**src/rtl/cpu_ctrl_pkg.sv**
```systemverilog
// Shared types and helpers for the CPU run controller.
//   state_e   : controller FSM states
//   cmd_op_e  : host command opcodes
//   reason_e  : end-of-operation reason codes
//   len_decode: 8-bit length field to a 1..256 count (0 means 256)
package cpu_ctrl_pkg;

    localparam int unsigned DATA_W = 16;
    localparam int unsigned LEN_W  = 8;
    localparam int unsigned REM_W  = 9;
    localparam int unsigned CYC_W  = 32;

    typedef enum logic [2:0] {
        ST_IDLE  = 3'd0,
        ST_LOAD  = 3'd1,
        ST_START = 3'd2,
        ST_RUN   = 3'd3,
        ST_STEP  = 3'd4
    } state_e;

    typedef enum logic [1:0] {
        OP_LOAD = 2'b00,
        OP_RUN  = 2'b01,
        OP_STEP = 2'b10,
        OP_RSVD = 2'b11
    } cmd_op_e;

    typedef enum logic [1:0] {
        RSN_NONE    = 2'b00,
        RSN_HALT    = 2'b01,
        RSN_STOP    = 2'b10,
        RSN_TIMEOUT = 2'b11
    } reason_e;

    // A zero length field encodes the maximum count of 256.
    function automatic logic [REM_W-1:0] len_decode(input logic [LEN_W-1:0] len);
        return (len == '0) ? REM_W'(256) : REM_W'(len);
    endfunction

endpackage

```
**src/rtl/cpu_run_ctrl_if.sv**
```systemverilog
// Host/debug, program-load, instruction-memory and CPU-control signals of
// the run controller.
//   master: host side (drives commands, load stream, cpu_halt)
//   slave : controller side (drives ready/status, IM write port, CPU pins)
interface cpu_run_ctrl_if #(
    parameter int unsigned IM_AW = 8
);

    logic                              cmd_valid;
    logic                              cmd_ready;
    logic [1:0]                        cmd_op;
    logic [cpu_ctrl_pkg::LEN_W-1:0]    cmd_len;
    logic                              stop_req;
    logic                              ld_valid;
    logic                              ld_ready;
    logic [cpu_ctrl_pkg::DATA_W-1:0]   ld_data;
    logic                              im_we;
    logic [IM_AW-1:0]                  im_addr;
    logic [cpu_ctrl_pkg::DATA_W-1:0]   im_wdata;
    logic                              cpu_halt;
    logic                              cpu_enable;
    logic                              cpu_start;
    logic                              busy;
    logic                              done;
    logic [1:0]                        reason;
    logic [cpu_ctrl_pkg::CYC_W-1:0]    cycle_count;

    modport master (
        output cmd_valid, cmd_op, cmd_len, stop_req, ld_valid, ld_data, cpu_halt,
        input  cmd_ready, ld_ready, im_we, im_addr, im_wdata,
               cpu_enable, cpu_start, busy, done, reason, cycle_count
    );

    modport slave (
        input  cmd_valid, cmd_op, cmd_len, stop_req, ld_valid, ld_data, cpu_halt,
        output cmd_ready, ld_ready, im_we, im_addr, im_wdata,
               cpu_enable, cpu_start, busy, done, reason, cycle_count
    );

endinterface

```
**src/rtl/sat_cnt32.sv**
```systemverilog
// 32-bit saturating up-counter with synchronous clear (clear wins).
//   clock, reset : clock, async active-low reset
//   clr_i        : synchronous clear
//   inc_i        : increment enable, holds at all-ones
//   count_o      : current count
module sat_cnt32
    import cpu_ctrl_pkg::*;
(
    input  logic             clock,
    input  logic             reset,
    input  logic             clr_i,
    input  logic             inc_i,
    output logic [CYC_W-1:0] count_o
);

    logic [CYC_W-1:0] count_q;

    always_ff @(posedge clock or negedge reset) begin
        if (!reset) begin
            count_q <= '0;
        end else if (clr_i) begin
            count_q <= '0;
        end else if (inc_i && (count_q != '1)) begin
            count_q <= count_q + CYC_W'(1);
        end
    end

    assign count_o = count_q;

endmodule

```
**src/rtl/cpu_run_ctrl.sv**
```systemverilog
// Run controller for the 16-bit pipelined CPU: loads a program into
// instruction memory, issues the start pulse and gates enable for free-run
// or single-step execution, ending on HALT, host stop or watchdog.
//   clock, reset : clock, async active-low reset
//   bus          : cpu_run_ctrl_if slave (command, load stream, IM write
//                  port, CPU enable/start/halt, status)
module cpu_run_ctrl
    import cpu_ctrl_pkg::*;
#(
    parameter int unsigned MAX_CYCLES = 0,
    parameter int unsigned IM_AW      = 8
) (
    input  logic          clock,
    input  logic          reset,
    cpu_run_ctrl_if.slave bus
);

    state_e             state_q, state_d;
    logic               started_q, started_d;
    logic               is_step_q, is_step_d;
    logic [REM_W-1:0]   rem_q, rem_d;
    logic [IM_AW-1:0]   im_addr_q, im_addr_d;
    logic               done_q, done_d;
    reason_e            reason_q, reason_d;
    logic               cmd_ready_q, ld_ready_q, cpu_enable_q, cpu_start_q, busy_q;

    logic               cmd_fire, wr_fire, cnt_clr, cnt_inc, wd_hit, limit_hit;
    logic [CYC_W-1:0]   cyc_cnt;

    assign cmd_fire = bus.cmd_valid && cmd_ready_q && (state_q == ST_IDLE);
    assign wr_fire  = bus.ld_valid && ld_ready_q;
    assign cnt_clr  = (state_q == ST_START);
    assign cnt_inc  = (state_q == ST_RUN) || (state_q == ST_STEP);

    // Watchdog fires on the enabled cycle that brings the count to the limit.
    assign wd_hit    = (MAX_CYCLES != 32'd0) &&
                       ((33'(cyc_cnt) + 33'd1) >= 33'(MAX_CYCLES));
    assign limit_hit = (state_q == ST_RUN) ? wd_hit : (rem_q == REM_W'(1));

    // Next-state and next-register decode.
    always_comb begin
        state_d   = state_q;
        started_d = started_q;
        is_step_d = is_step_q;
        rem_d     = rem_q;
        im_addr_d = im_addr_q;
        done_d    = 1'b0;
        reason_d  = reason_q;

        case (state_q)
            ST_IDLE: begin
                if (cmd_fire) begin
                    case (cmd_op_e'(bus.cmd_op))
                        OP_LOAD: begin
                            state_d   = ST_LOAD;
                            im_addr_d = '0;
                            started_d = 1'b0;
                            rem_d     = len_decode(bus.cmd_len);
                        end
                        OP_RUN, OP_STEP: begin
                            is_step_d = (cmd_op_e'(bus.cmd_op) == OP_STEP);
                            rem_d     = len_decode(bus.cmd_len);
                            if (!started_q) begin
                                state_d = ST_START;
                            end else if (cmd_op_e'(bus.cmd_op) == OP_STEP) begin
                                state_d = ST_STEP;
                            end else begin
                                state_d = ST_RUN;
                            end
                        end
                        default: ;
                    endcase
                end
            end

            ST_LOAD: begin
                if (wr_fire) begin
                    im_addr_d = im_addr_q + IM_AW'(1);
                    rem_d     = rem_q - REM_W'(1);
                    if (rem_q == REM_W'(1)) begin
                        state_d  = ST_IDLE;
                        done_d   = 1'b1;
                        reason_d = RSN_NONE;
                    end
                end
            end

            ST_START: begin
                started_d = 1'b1;
                state_d   = is_step_q ? ST_STEP : ST_RUN;
            end

            // Exit priority: halt, then stop, then watchdog / step count.
            ST_RUN, ST_STEP: begin
                if (state_q == ST_STEP) begin
                    rem_d = rem_q - REM_W'(1);
                end
                if (bus.cpu_halt) begin
                    state_d   = ST_IDLE;
                    done_d    = 1'b1;
                    reason_d  = RSN_HALT;
                    started_d = 1'b0;
                end else if (bus.stop_req) begin
                    state_d  = ST_IDLE;
                    done_d   = 1'b1;
                    reason_d = RSN_STOP;
                end else if (limit_hit) begin
                    state_d  = ST_IDLE;
                    done_d   = 1'b1;
                    reason_d = (state_q == ST_RUN) ? RSN_TIMEOUT : RSN_NONE;
                end
            end

            default: state_d = ST_IDLE;
        endcase
    end

    // State plus outputs registered from the next state.
    always_ff @(posedge clock or negedge reset) begin
        if (!reset) begin
            state_q      <= ST_IDLE;
            started_q    <= 1'b0;
            is_step_q    <= 1'b0;
            rem_q        <= '0;
            im_addr_q    <= '0;
            done_q       <= 1'b0;
            reason_q     <= RSN_NONE;
            cmd_ready_q  <= 1'b0;
            ld_ready_q   <= 1'b0;
            cpu_enable_q <= 1'b0;
            cpu_start_q  <= 1'b0;
            busy_q       <= 1'b0;
        end else begin
            state_q      <= state_d;
            started_q    <= started_d;
            is_step_q    <= is_step_d;
            rem_q        <= rem_d;
            im_addr_q    <= im_addr_d;
            done_q       <= done_d;
            reason_q     <= reason_d;
            cmd_ready_q  <= (state_d == ST_IDLE);
            ld_ready_q   <= (state_d == ST_LOAD);
            cpu_enable_q <= (state_d inside {ST_START, ST_RUN, ST_STEP});
            cpu_start_q  <= (state_d == ST_START);
            busy_q       <= (state_d != ST_IDLE);
        end
    end

    sat_cnt32 u_cyc_cnt (
        .clock   (clock),
        .reset   (reset),
        .clr_i   (cnt_clr),
        .inc_i   (cnt_inc),
        .count_o (cyc_cnt)
    );

    // Load write path is combinational so a word lands in the cycle it is offered.
    assign bus.cmd_ready   = cmd_ready_q;
    assign bus.ld_ready    = ld_ready_q;
    assign bus.im_we       = wr_fire;
    assign bus.im_addr     = im_addr_q;
    assign bus.im_wdata    = bus.ld_data;
    assign bus.cpu_enable  = cpu_enable_q;
    assign bus.cpu_start   = cpu_start_q;
    assign bus.busy        = busy_q;
    assign bus.done        = done_q;
    assign bus.reason      = reason_q;
    assign bus.cycle_count = cyc_cnt;

endmodule

```
**src/flat_wrapper.sv**
```systemverilog
// flat-port wrapper written by rule: the top's interface ports become plain ports
module cpu_run_ctrl_flat import cpu_ctrl_pkg::*;
#(
    parameter int unsigned MAX_CYCLES = 0,
    parameter int unsigned IM_AW      = 8
)
  (clock, reset, bus_cmd_valid, bus_cmd_op, bus_cmd_len, bus_stop_req, bus_ld_valid, bus_ld_data, bus_cpu_halt, bus_cmd_ready, bus_ld_ready, bus_im_we, bus_im_addr, bus_im_wdata, bus_cpu_enable, bus_cpu_start, bus_busy, bus_done, bus_reason, bus_cycle_count);
  cpu_run_ctrl_if #(.IM_AW(IM_AW)) bus_i ();
  input  logic clock;
  input  logic reset;
  input wire logic [$bits(bus_i.cmd_valid)-1:0] bus_cmd_valid;
  input wire logic [$bits(bus_i.cmd_op)-1:0] bus_cmd_op;
  input wire logic [$bits(bus_i.cmd_len)-1:0] bus_cmd_len;
  input wire logic [$bits(bus_i.stop_req)-1:0] bus_stop_req;
  input wire logic [$bits(bus_i.ld_valid)-1:0] bus_ld_valid;
  input wire logic [$bits(bus_i.ld_data)-1:0] bus_ld_data;
  input wire logic [$bits(bus_i.cpu_halt)-1:0] bus_cpu_halt;
  output wire logic [$bits(bus_i.cmd_ready)-1:0] bus_cmd_ready;
  output wire logic [$bits(bus_i.ld_ready)-1:0] bus_ld_ready;
  output wire logic [$bits(bus_i.im_we)-1:0] bus_im_we;
  output wire logic [$bits(bus_i.im_addr)-1:0] bus_im_addr;
  output wire logic [$bits(bus_i.im_wdata)-1:0] bus_im_wdata;
  output wire logic [$bits(bus_i.cpu_enable)-1:0] bus_cpu_enable;
  output wire logic [$bits(bus_i.cpu_start)-1:0] bus_cpu_start;
  output wire logic [$bits(bus_i.busy)-1:0] bus_busy;
  output wire logic [$bits(bus_i.done)-1:0] bus_done;
  output wire logic [$bits(bus_i.reason)-1:0] bus_reason;
  output wire logic [$bits(bus_i.cycle_count)-1:0] bus_cycle_count;
  assign bus_i.cmd_valid = bus_cmd_valid;
  assign bus_i.cmd_op = bus_cmd_op;
  assign bus_i.cmd_len = bus_cmd_len;
  assign bus_i.stop_req = bus_stop_req;
  assign bus_i.ld_valid = bus_ld_valid;
  assign bus_i.ld_data = bus_ld_data;
  assign bus_i.cpu_halt = bus_cpu_halt;
  assign bus_cmd_ready = bus_i.cmd_ready;
  assign bus_ld_ready = bus_i.ld_ready;
  assign bus_im_we = bus_i.im_we;
  assign bus_im_addr = bus_i.im_addr;
  assign bus_im_wdata = bus_i.im_wdata;
  assign bus_cpu_enable = bus_i.cpu_enable;
  assign bus_cpu_start = bus_i.cpu_start;
  assign bus_busy = bus_i.busy;
  assign bus_done = bus_i.done;
  assign bus_reason = bus_i.reason;
  assign bus_cycle_count = bus_i.cycle_count;
  cpu_run_ctrl #(.MAX_CYCLES(MAX_CYCLES), .IM_AW(IM_AW)) u_core (.clock(clock), .reset(reset), .bus(bus_i));
endmodule
```
**config.mk**
```make
export PLATFORM = sky130hd
export DESIGN_NAME = cpu_run_ctrl_flat
export DESIGN_NICKNAME = d
export VERILOG_FILES = /design/src/rtl/cpu_ctrl_pkg.sv /design/src/rtl/cpu_run_ctrl_if.sv /design/src/rtl/sat_cnt32.sv /design/src/rtl/cpu_run_ctrl.sv /design/src/flat_wrapper.sv
export SDC_FILE = /design/constraint.sdc
export NUM_CORES = 1
export LEC_CHECK = 0
export BUFFER_PORTS_ARGS = -buffer_cell sky130_fd_sc_hd__buf_2
export CELL_PAD_IN_SITES_DETAIL_PLACEMENT = 0
export CELL_PAD_IN_SITES_GLOBAL_PLACEMENT = 1
export CORE_MARGIN = 8
export CORE_UTILIZATION = 35
export CTS_CLUSTER_SIZE = 10
export DETAILED_ROUTE_END_ITERATION = 12
export MAX_ROUTING_LAYER = met4
export PLACE_DENSITY = 0.69
export SYNTH_ARGS = -nofsm -noshare
export SYNTH_HDL_FRONTEND = slang
export SYNTH_SLANG_ARGS = --single-unit
export TNS_END_PERCENT = 5
```
**constraint.sdc**
```tcl
create_clock -name clock -period 2.68 [get_ports clock]
set_input_delay 0.268 -clock clock [delete_from_list [all_inputs] [get_ports clock]]
set_output_delay 0.268 -clock clock [all_outputs]
set_load 0.02 [all_outputs]
```
==> flow_metrics.tcl <==
set metrics [dict create \
    status "finished, final reports clean" \
    dr.pass1.iters 4 \
    ys_async_sr_fraction 1.00 \
    yosysWarnings 0 \
    design_area_um2 4250 \
    synthesis.nets 457 \
    worstSetupPathType "register to register" \
    hold_violations 0 \
    slew_violations 0 \
    grt_use_total 0.147 \
    critPathLaunchType "register" \
    fin_crit_sh 0.895 \
    maxSlewHeadroom 0.449 \
    wl_per_cell_um 15.9 \
    drtIter0Drc 177 \
    nNetsFinal 514 \
    final-seq-area_um2 1550 \
    rows 37 \
    grt_pass1_wl_um 16500 \
    drt-vias-per-instance 5.42 \
    globalplace.congestion 0.807 \
    io_pins 97 \
    max_freq_mhz 417 \
    multi_input_area_um2 1850 \
    synth_area_um2 3640 \
    cts_sinks 62 \
    cts_resized 0 \
    synth_edf_count 0 \
    tightestPinTransition_ps 827 \
    dp_cells 598 \
    synthCells 416 \
    required_ps 2950 \
    yosysSeqAreaShare 0.426 \
    worstSkewPairLatency_ps 340 \
    reg2reg_from "u_core.state_q[2]" \
    final_common_cell "buf_2" \
    clk_path_buf_depth 2 \
    fin_worst_skew_ps 12.1 \
    worstPathArrival_ps 2660 \
    p_leak_nw 1.98 \
    io_buffers 64 \
    power-per-cell-area_nw_per_um2 786 \
    crit_start "u_core.state_q[2]" \
    max_cap_violations 0 \
    diodes 0 \
    setup_viol 0 \
    vdd_drop_max_uv 464 \
    synth_cell_type_count 54 \
    avgSynthCellArea_um2 8.75 \
    min_period_ps 2400 \
    grt_remaining_overflow 0 \
    worst_hold_slack_ps 26.6 \
    rsz0062_at_grt "false" \
    cts_buffers 9 \
    final.fill_count 1044 \
    grt_max_degree 36 \
    synthFlopType "dfrtp_1" \
    cts_tree "yes" \
    tns_ps 0 \
    fp.dieH_um 118 \
    fin_cells 614 \
    layout-drive-gt1-share 0.207 \
    r2r_slack_ps 280 \
    h-tree-depth 3 \
    grt_pass1_vias 3266 \
    grt_antenna_before_repair 0 \
    ant_nets 0 \
    start_util 0.356 \
    hpwl_um 7220 \
    wirelength_um 9740 \
    vias 3328 \
    area_delta_synth_final_pct 16.8 \
    critPathMaxFanout 14 \
    postCtsSetupRepairBufs 0 \
    fin_util 0.416 \
    die_area_um2 13900 \
    placed_area_um2 4050 \
    hp-class "primary input to async pin" \
    fp.dieW_um 118 \
    core_um2 10200 \
    end_kind "register" \
    route.detailed.drc 0 \
    final_cell_mix "64 x buf_2, 62 x dfrtp_1, 40 x nor2_1, 36 x nand2_1, 31 x o21ai_0" \
    cts.hold.buffers_added 0 \
    cts_root_buffer "clkbuf_8" \
    clkSlewWorstSetupHoldPaths_ps 70 \
    ys_seq_elements 62 \
]
-- sequential cells by signal (all words and copies together), names as in the netlist --
signal	cells
u_core.u_cyc_cnt.count_o	32
u_core.rem_q	9
u_core.bus.im_addr	8
u_core.state_q	3
u_core.bus.reason	2
u_core.bus.busy	1
u_core.bus.cmd_ready	1
u_core.bus.cpu_enable	1
u_core.bus.cpu_start	1
u_core.bus.done	1
u_core.bus.ld_ready	1
u_core.is_step_q	1
u_core.started_q	1
-- report_power, final --
part	total, W	internal (W)	switching [W]
Sequential	0.00131	0.00112	0.000188
Combinational	0.00118	0.000432	0.000746
Clock	0.000859	0.000476	0.000383
-- per-layer routing --
layer	vias up	routed length, µm	share of wire	global-route usage
met3	15	382	0.039	0.0350
met5	-	0	0	-
met1	1607	4660	0.48	0.185
met4	0	155	0.016	0.0552
li1	1631	-	-	-
met2	75	4550	0.47	0.226
-- worst paths after layout --
path / to / cells past startpoint
min in group clock: u_core.rem_q[5] / 3
max in group asynchronous: u_core.u_cyc_cnt.count_o[16] / 2
worst max-delay path: u_core.u_cyc_cnt.count_o[23] / 5
worst min-delay path: u_core.rem_q[2] / 1
worst min register to register: u_core.u_cyc_cnt.count_o[31] / 1
worst max register to register: u_core.u_cyc_cnt.count_o[23] / 5
-- Yosys cell counts, types with 3 or more instances --
library cell	number	area [µm²]
nor3b_1	5	37.5
nand2b_1	3	18.8
o211ai_1	6	45.0
and3_1	7	43.8
o21ai_0	31	155
inv_1	16	60.1
nor2_1	40	150
clkbuf_1	11	41.3
mux2i_1	4	40.0
a21oi_1	25	125
or3_1	13	81.3
buf_2	4	20.0
xnor2_1	3	26.3
xor2_1	7	61.3
o31ai_1	10	75.1
dfrtp_1	62	1550
a31oi_1	5	31.3
or4_1	8	60.1
ha_1	9	113
o2bb2ai_1	3	26.3
nor2b_1	4	25.0
buf_4	16	120
nor4_1	5	31.3
nor3_1	11	55.1
nand2_1	36	135
nand3_1	18	90.1
nand4_1	21	131
-- cells by family (layout without fill, tap and decap cells) --
family,count (synthesis),count (layout),synth area share
simple gates,186,186,0.271
compound gates,97,97,0.167
flops,62,62,0.426
buf+inv,47,109,0.0663
xor+xnor,10,10,0.0241
fa+ha+maj,9,9,0.0309
mux,5,5,0.0141
-- worst max-delay path, stage by stage (launching register included) --
cell,delay [ps]
dfrtp_1,560
or3b_4,470
a211oi_4,390
o2111ai_1,290
or4_1,460
a21oi_1,160
-- area by class of cell --
type,count,share of cell area
multi-input combinational,307,0.436
sequential,62,0.365
timing repair buffer,77,0.0983
tap,136,0.0400
clock buffer,12,0.0365
inverter,16,0.0141
clock inverter,4,0.0106
-- metrics by stage --
stage | setup slack (ps) | power [W]
after CTS | 267 | 0.00339
after detailed placement | 283 | 0.00251
after floorplan | 578 | 0.00215
final | 282 | 0.00334
after global placement | 333 | 0.00250
after global routing | 137 | 0.00359
(Power assumes the default switching activity.)
